===== config.mk =====
export PLATFORM = sky130hd
export DESIGN_NAME = vram_arbiter_flat
export DESIGN_NICKNAME = d
export VERILOG_FILES = /design/src/rtl/vram_arbiter_if.sv /design/src/rtl/vram_arbiter.sv /design/src/flat_wrapper.sv
export SDC_FILE = /design/constraint.sdc
export NUM_CORES = 1
export LEC_CHECK = 0
export ABC_AREA = 1
export CORE_MARGIN = 2
export CORE_UTILIZATION = 35
export DETAILED_ROUTE_END_ITERATION = 10
export PLACE_DENSITY = 0.69
export SETUP_SLACK_MARGIN = 0.02
export SYNTH_ARGS = -nofsm -noshare
export SYNTH_HDL_FRONTEND = slang
export SYNTH_SLANG_ARGS = --single-unit

===== constraint.sdc =====
create_clock -name PCLK -period 2.3 [get_ports PCLK]
set_clock_uncertainty 0.2 [all_clocks]
set_input_delay 0.575 -clock PCLK [delete_from_list [all_inputs] [get_ports PCLK]]
set_output_delay 0.575 -clock PCLK [all_outputs]
set_load 0.02 [all_outputs]

===== src/rtl/vram_arbiter_if.sv =====
// ---------------------------------------------------------------------------
// vram_arbiter_if
// Bundles every signal between the video RAM arbiter, its two requesters
// (display fetch and draw engine) and the single-port block RAM.
//
// Handshake semantics (both requesters):
//   A requester raises RD_REQ / WR_REQ with its address (and write data)
//   stable and holds them until it sees RD_GNT / WR_ACK. The grant is a
//   one-cycle registered pulse. A request still high at the rising edge that
//   ends the grant cycle counts as a new request, so holding REQ high
//   requests one access per cycle. Dropping REQ before a grant withdraws it.
//   RD_VALID is a one-cycle strobe, exactly one per read grant, arriving two
//   cycles after that grant; RD_DATA is meaningful only while it is high.
//
// Modports:
//   slave  - the arbiter (receives requests and MEM_RDATA, drives the rest)
//   master - the requesters plus the RAM (testbench side)
//   dbg_state / dbg_starve expose the slot FSM state and starvation counter.
// ---------------------------------------------------------------------------
interface vram_arbiter_if #(
    parameter int ADDRW = 15,
    parameter int DATAW = 16
);
    logic             RD_REQ;
    logic [ADDRW-1:0] RD_ADDR;
    logic             RD_GNT;
    logic             RD_VALID;
    logic [DATAW-1:0] RD_DATA;

    logic             WR_REQ;
    logic [ADDRW-1:0] WR_ADDR;
    logic [DATAW-1:0] WR_DATA;
    logic             WR_ACK;

    logic             MEM_CE;
    logic             MEM_WE;
    logic [ADDRW-1:0] MEM_ADDR;
    logic [DATAW-1:0] MEM_WDATA;
    logic [DATAW-1:0] MEM_RDATA;

    logic [1:0]       dbg_state;
    logic [7:0]       dbg_starve;

    modport slave (
        input  RD_REQ, RD_ADDR, WR_REQ, WR_ADDR, WR_DATA, MEM_RDATA,
        output RD_GNT, RD_VALID, RD_DATA, WR_ACK,
        output MEM_CE, MEM_WE, MEM_ADDR, MEM_WDATA,
        output dbg_state, dbg_starve
    );

    modport master (
        output RD_REQ, RD_ADDR, WR_REQ, WR_ADDR, WR_DATA, MEM_RDATA,
        input  RD_GNT, RD_VALID, RD_DATA, WR_ACK,
        input  MEM_CE, MEM_WE, MEM_ADDR, MEM_WDATA,
        input  dbg_state, dbg_starve
    );
endinterface


===== src/rtl/vram_arbiter.sv =====
// ---------------------------------------------------------------------------
// vram_arbiter
// Shares one single-port video RAM (1-cycle read latency) between the
// display fetch (reads, normally higher priority) and the draw engine
// (writes). One access per cycle. The writer is guaranteed a slot after it
// has waited STARVE_MAX cycles.
//
// Ports:
//   PCLK      - pixel clock, all state changes on its rising edge
//   RST_PCLK  - synchronous active-high reset
//   bus       - vram_arbiter_if.slave: request/grant, read return, RAM port
//               and debug view of the slot FSM / starvation counter
// ---------------------------------------------------------------------------
module vram_arbiter #(
    parameter int ADDRW      = 15,
    parameter int DATAW      = 16,
    parameter int STARVE_MAX = 8
) (
    input  logic          PCLK,
    input  logic          RST_PCLK,
    vram_arbiter_if.slave bus
);

    typedef enum logic [1:0] {
        S_IDLE = 2'd0,
        S_RD   = 2'd1,
        S_WR   = 2'd2
    } state_t;

    localparam logic [7:0] STARVE_LIM = 8'(STARVE_MAX);

    state_t           state, state_next;
    logic [7:0]       starve_cnt, starve_next;

    logic             rd_gnt_q;
    logic             wr_ack_q;
    logic             mem_ce_q;
    logic             mem_we_q;
    logic [ADDRW-1:0] mem_addr_q;
    logic [DATAW-1:0] mem_wdata_q;
    logic             rd_pend_q;
    logic             rd_valid_q;
    logic [DATAW-1:0] rd_data_q;

    // Slot decision for the next cycle, taken from the requests present at
    // this edge. Reads win unless the writer has waited its full budget.
    always_comb begin
        state_next  = S_IDLE;
        starve_next = starve_cnt;

        if (bus.RD_REQ && !(bus.WR_REQ && starve_cnt == STARVE_LIM)) begin
            state_next = S_RD;
        end else if (bus.WR_REQ) begin
            state_next = S_WR;
        end

        if (!bus.WR_REQ || state_next == S_WR) begin
            starve_next = '0;
        end else if (starve_cnt != STARVE_LIM) begin
            starve_next = starve_cnt + 8'd1;
        end
    end

    always_ff @(posedge PCLK) begin
        if (RST_PCLK) begin
            state      <= S_IDLE;
            starve_cnt <= '0;
        end else begin
            state      <= state_next;
            starve_cnt <= starve_next;
        end
    end

    // Registered RAM port and grants, loaded from the same decision as the
    // state register so they always agree with it.
    always_ff @(posedge PCLK) begin
        if (RST_PCLK) begin
            rd_gnt_q    <= 1'b0;
            wr_ack_q    <= 1'b0;
            mem_ce_q    <= 1'b0;
            mem_we_q    <= 1'b0;
            mem_addr_q  <= '0;
            mem_wdata_q <= '0;
        end else begin
            rd_gnt_q <= (state_next == S_RD);
            wr_ack_q <= (state_next == S_WR);
            mem_ce_q <= (state_next != S_IDLE);
            mem_we_q <= (state_next == S_WR);
            case (state_next)
                S_RD: mem_addr_q <= bus.RD_ADDR;
                S_WR: begin
                    mem_addr_q  <= bus.WR_ADDR;
                    mem_wdata_q <= bus.WR_DATA;
                end
                default: ;  // idle: address and write data hold
            endcase
        end
    end

    // Read return pipeline: the RAM samples the address at the end of the
    // grant cycle, presents data the cycle after, and RD_DATA captures it at
    // the following edge. Reset flushes anything in flight.
    always_ff @(posedge PCLK) begin
        if (RST_PCLK) begin
            rd_pend_q  <= 1'b0;
            rd_valid_q <= 1'b0;
            rd_data_q  <= '0;
        end else begin
            rd_pend_q  <= rd_gnt_q;
            rd_valid_q <= rd_pend_q;
            if (rd_pend_q) begin
                rd_data_q <= bus.MEM_RDATA;
            end
        end
    end

    assign bus.RD_GNT     = rd_gnt_q;
    assign bus.WR_ACK     = wr_ack_q;
    assign bus.RD_VALID   = rd_valid_q;
    assign bus.RD_DATA    = rd_data_q;
    assign bus.MEM_CE     = mem_ce_q;
    assign bus.MEM_WE     = mem_we_q;
    assign bus.MEM_ADDR   = mem_addr_q;
    assign bus.MEM_WDATA  = mem_wdata_q;
    assign bus.dbg_state  = state;
    assign bus.dbg_starve = starve_cnt;

endmodule

===== src/flat_wrapper.sv =====
// flat-port wrapper written by rule: the top's interface ports become plain ports
module vram_arbiter_flat 
#(
    parameter int ADDRW      = 15,
    parameter int DATAW      = 16,
    parameter int STARVE_MAX = 8
)
  (PCLK, RST_PCLK, bus_RD_REQ, bus_RD_ADDR, bus_WR_REQ, bus_WR_ADDR, bus_WR_DATA, bus_MEM_RDATA, bus_RD_GNT, bus_RD_VALID, bus_RD_DATA, bus_WR_ACK, bus_MEM_CE, bus_MEM_WE, bus_MEM_ADDR, bus_MEM_WDATA, bus_dbg_state, bus_dbg_starve);
  vram_arbiter_if #(.ADDRW(ADDRW), .DATAW(DATAW)) bus_i ();
  input  logic PCLK;
  input  logic RST_PCLK;
  input wire logic [$bits(bus_i.RD_REQ)-1:0] bus_RD_REQ;
  input wire logic [$bits(bus_i.RD_ADDR)-1:0] bus_RD_ADDR;
  input wire logic [$bits(bus_i.WR_REQ)-1:0] bus_WR_REQ;
  input wire logic [$bits(bus_i.WR_ADDR)-1:0] bus_WR_ADDR;
  input wire logic [$bits(bus_i.WR_DATA)-1:0] bus_WR_DATA;
  input wire logic [$bits(bus_i.MEM_RDATA)-1:0] bus_MEM_RDATA;
  output wire logic [$bits(bus_i.RD_GNT)-1:0] bus_RD_GNT;
  output wire logic [$bits(bus_i.RD_VALID)-1:0] bus_RD_VALID;
  output wire logic [$bits(bus_i.RD_DATA)-1:0] bus_RD_DATA;
  output wire logic [$bits(bus_i.WR_ACK)-1:0] bus_WR_ACK;
  output wire logic [$bits(bus_i.MEM_CE)-1:0] bus_MEM_CE;
  output wire logic [$bits(bus_i.MEM_WE)-1:0] bus_MEM_WE;
  output wire logic [$bits(bus_i.MEM_ADDR)-1:0] bus_MEM_ADDR;
  output wire logic [$bits(bus_i.MEM_WDATA)-1:0] bus_MEM_WDATA;
  output wire logic [$bits(bus_i.dbg_state)-1:0] bus_dbg_state;
  output wire logic [$bits(bus_i.dbg_starve)-1:0] bus_dbg_starve;
  assign bus_i.RD_REQ = bus_RD_REQ;
  assign bus_i.RD_ADDR = bus_RD_ADDR;
  assign bus_i.WR_REQ = bus_WR_REQ;
  assign bus_i.WR_ADDR = bus_WR_ADDR;
  assign bus_i.WR_DATA = bus_WR_DATA;
  assign bus_i.MEM_RDATA = bus_MEM_RDATA;
  assign bus_RD_GNT = bus_i.RD_GNT;
  assign bus_RD_VALID = bus_i.RD_VALID;
  assign bus_RD_DATA = bus_i.RD_DATA;
  assign bus_WR_ACK = bus_i.WR_ACK;
  assign bus_MEM_CE = bus_i.MEM_CE;
  assign bus_MEM_WE = bus_i.MEM_WE;
  assign bus_MEM_ADDR = bus_i.MEM_ADDR;
  assign bus_MEM_WDATA = bus_i.MEM_WDATA;
  assign bus_dbg_state = bus_i.dbg_state;
  assign bus_dbg_starve = bus_i.dbg_starve;
  vram_arbiter #(.ADDRW(ADDRW), .DATAW(DATAW), .STARVE_MAX(STARVE_MAX)) u_core (.PCLK(PCLK), .RST_PCLK(RST_PCLK), .bus(bus_i));
endmodule

==> metrics.txt <==
status=complete, no violations; Post-Layout Cell Count=slightly above 600; initial core utilization=~36%; Reg2Reg Setup Slack=0.47 ns; worst r2r src=u_core.bus.dbg_starve[0]; wire per inst=around 11 um; sequential share of the synthesized area=around 45%; Pleak=1.97 nW; Peak supply drop=0.262 mV; Max Slew Vio Count=0; final wirelength=6980 um; Synth Area per Inst=between 7 and 8 um^2; cell family with most CP delay=buffers and inverters; pwr/cell area=580 nW/um^2; pin count of the biggest net entering global routing=33; Max Freq=between 400 and 500 MHz; Worst R2R Path Depth=11; gr usage total=between 10% and 20%; WP buf/inv=1; CTS clk-pin slew, worst paths=0.06 ns; worst-margin pin slew=~0.61 ns; via count=between 2000 and 3000; Slew HR=59.5%; vias in the first global route=about 2600; clock latency at the later pin of the worst-skew pair=around 0.32 ns; RR Endpoint=u_core.bus.MEM_WDATA[13]; end of the critical path=bus_dbg_starve[3]; DP Wirelength=~5000 um; TNS Setup=0 ns; commonest non-fill, non-tap cell in the layout=clkdlybuf4s50_1; die height=between 90 and 100 um; Nets=approximately 580; final setup fails=0; Syn Nets=between 400 and 500; Setup Fix Bufs, Post-CTS=0; Final Critical Period=around 2.2 ns; Area Overhead vs Synth=57.3%; # hold bufs at CTS=0; routability cong.=slightly below 0.8; CP Capture Type=output pin; worst hold stages=2; top fanout value on the critical path=5; DIE WIDTH=about 92 um; multi-input logic area=1160 um^2; Reg area=around 1200 um^2; count of cell types in the netlist=21; Levels on crit path=1; port buffer count=127; CP Cell Sequence=clkdlybuf4s50_1; die area=8450 um^2; Hold Path Class=flop to flop; Period Utilization, post-route=about 94%; CTS buffer count=9; number of DRC markers in iteration 0=119; GRT overflow=0; # rows=32; Final Hold Vio Count=0; category of the most critical setup path=flop to output pin; Slowest-stage cell, CP=clkdlybuf4s50_1; most frequent cells in the layout=127 x clkdlybuf4s50_1, 82 x nor2_1, 73 x nand2_1; clk root buf=clkbuf_8; Ys Warns=0; number of diodes=0; synthesis-stage register bit count=61; Largest stage delay, worst path=around 0.64 ns; # clock sinks=61; boundary pin count=approximately 130; CP Launch Point=u_core.bus.dbg_starve[3]; CTS tree=yes; filler cell count=740; Synth Cell Area=around 2700 um^2; cts repair resizes=0; Vias/cell=between 4 and 5; DRC=0; clk buf depth=2; cell count after placement=600; first-pass GRT wire length=about 12000 um; Pre-antenna DRT Iters=4; Post-Synthesis Cells=~380; Max-Cap Viols=0; layout cells sized above 1=~7.6%; antenna viol nets, final=0; final hold slack=between 0.2 and 0.25 ns; htree depth=3; initial antenna violation count=0; core area=7610 um^2; WP data arrival=between 1 and 1.5 ns; WP data required=1.52 ns; RSZ-0062 raised after global routing=no; critical path launch point type=flop
## registers in the layout, indices dropped and copies added (netlist names)
register / count
u_core.bus.MEM_ADDR: 15
u_core.bus.MEM_CE: 1
u_core.bus.MEM_WDATA: 16
u_core.bus.RD_DATA: 16
u_core.bus.RD_GNT: 1
u_core.bus.RD_VALID: 1
u_core.bus.dbg_starve: 8
u_core.bus.dbg_state: 2
u_core.rd_pend_q: 1
## synth_stat cells
| master | instances | area (um^2) |
|---|---|---|
| buf_2 | 7 | 35.0 |
| buf_4 | 4 | 30.0 |
| buf_6 | 2 | 22.5 |
| clkbuf_1 | 7 | 26.3 |
| clkinv_1 | 1 | 3.75 |
| dfxtp_1 | 61 | 1220 |
| ha_1 | 2 | 25.0 |
| inv_1 | 54 | 203 |
| nand2_1 | 73 | 274 |
| nand2_2 | 10 | 62.6 |
| nand2_4 | 2 | 22.5 |
| nand2_8 | 1 | 20.0 |
| nand3_1 | 33 | 165 |
| nand3_2 | 1 | 10.0 |
| nand3b_1 | 15 | 113 |
| nor2_1 | 82 | 308 |
| nor2_2 | 1 | 6.26 |
| nor2_4 | 1 | 11.3 |
| o21ai_0 | 17 | 85.1 |
| xnor2_1 | 4 | 35.0 |
| xor2_1 | 3 | 26.3 |
## metrics by stage
stage | setup slack, ns | util, % | instance area [um^2] | total power [mW]
2_1_floorplan | 0.513 | - | 2710 | 1.41
3_3_place_gp | 0.0390 | 53.8 | 4090 | 1.68
3_5_place_dp | 0.0115 | 53.8 | 4090 | 1.69
5_1_grt | 0.0718 | 55.9 | 4260 | 2.60
4_1_cts | 0.113 | 55.9 | 4260 | 2.52
6_report | 0.141 | 55.9 | 4260 | 2.47
## tightest hold or removal path, stage by stage, from the launching register on
cell and delay [ns]:
dfxtp_1 0.31, inv_1 0.05, nor2_1 0.03
## power breakdown
| group | total (mW) | leakage (nW) | internal [mW] | switching [mW] |
|---|---|---|---|---|
| logic | 0.512 | 1.38 | 0.270 | 0.242 |
| registers | 1.15 | 0.503 | 1.12 | 0.0300 |
| clock network | 0.808 | 0.0881 | 0.434 | 0.373 |
| total | 2.47 | 1.97 | 1.82 | 0.646 |
## worst min path at each step
stage	to	slack (ns)	startpoint
floorplan	u_core.rd_pend_q	0.30	u_core.bus.RD_GNT
global placement	u_core.rd_pend_q	0.21	u_core.bus.RD_GNT
detailed placement	u_core.rd_pend_q	0.21	u_core.bus.RD_GNT
CTS	u_core.rd_pend_q	0.22	u_core.bus.RD_GNT
global route	u_core.rd_pend_q	0.24	u_core.bus.RD_GNT
finish	u_core.rd_pend_q	0.22	u_core.bus.RD_GNT
## cell type report
cell class	count	area share (%)
Sequential cell	61	28.7
Tap cell	102	3.00
Inverter	55	4.85
Clock inverter	2	0.235
Timing Repair Buffer	137	32.2
Multi-Input combinational cell	245	27.3
Clock buffer	12	3.65
## per-layer routing
metal / global-route usage (%) / vias to the layer above / part of all wire [%]
met2: 27.8 / 91 / 45
met5: 0 / - / 0
li1: - / 1398 / -
met3: 5.51 / 6 / 9.0
met4: 5.60 / 0 / 0.80
met1: 21.7 / 1185 / 45
## logic make-up after synthesis
group           share of synthesized area [%]
simple gates                             36.7
buf+inv                                  11.8
flops                                    45.1
compound gates                           3.15
xor+xnor                                 2.27
fa+ha+maj                               0.925
Note: power is estimated with default switching activity, not from simulation.
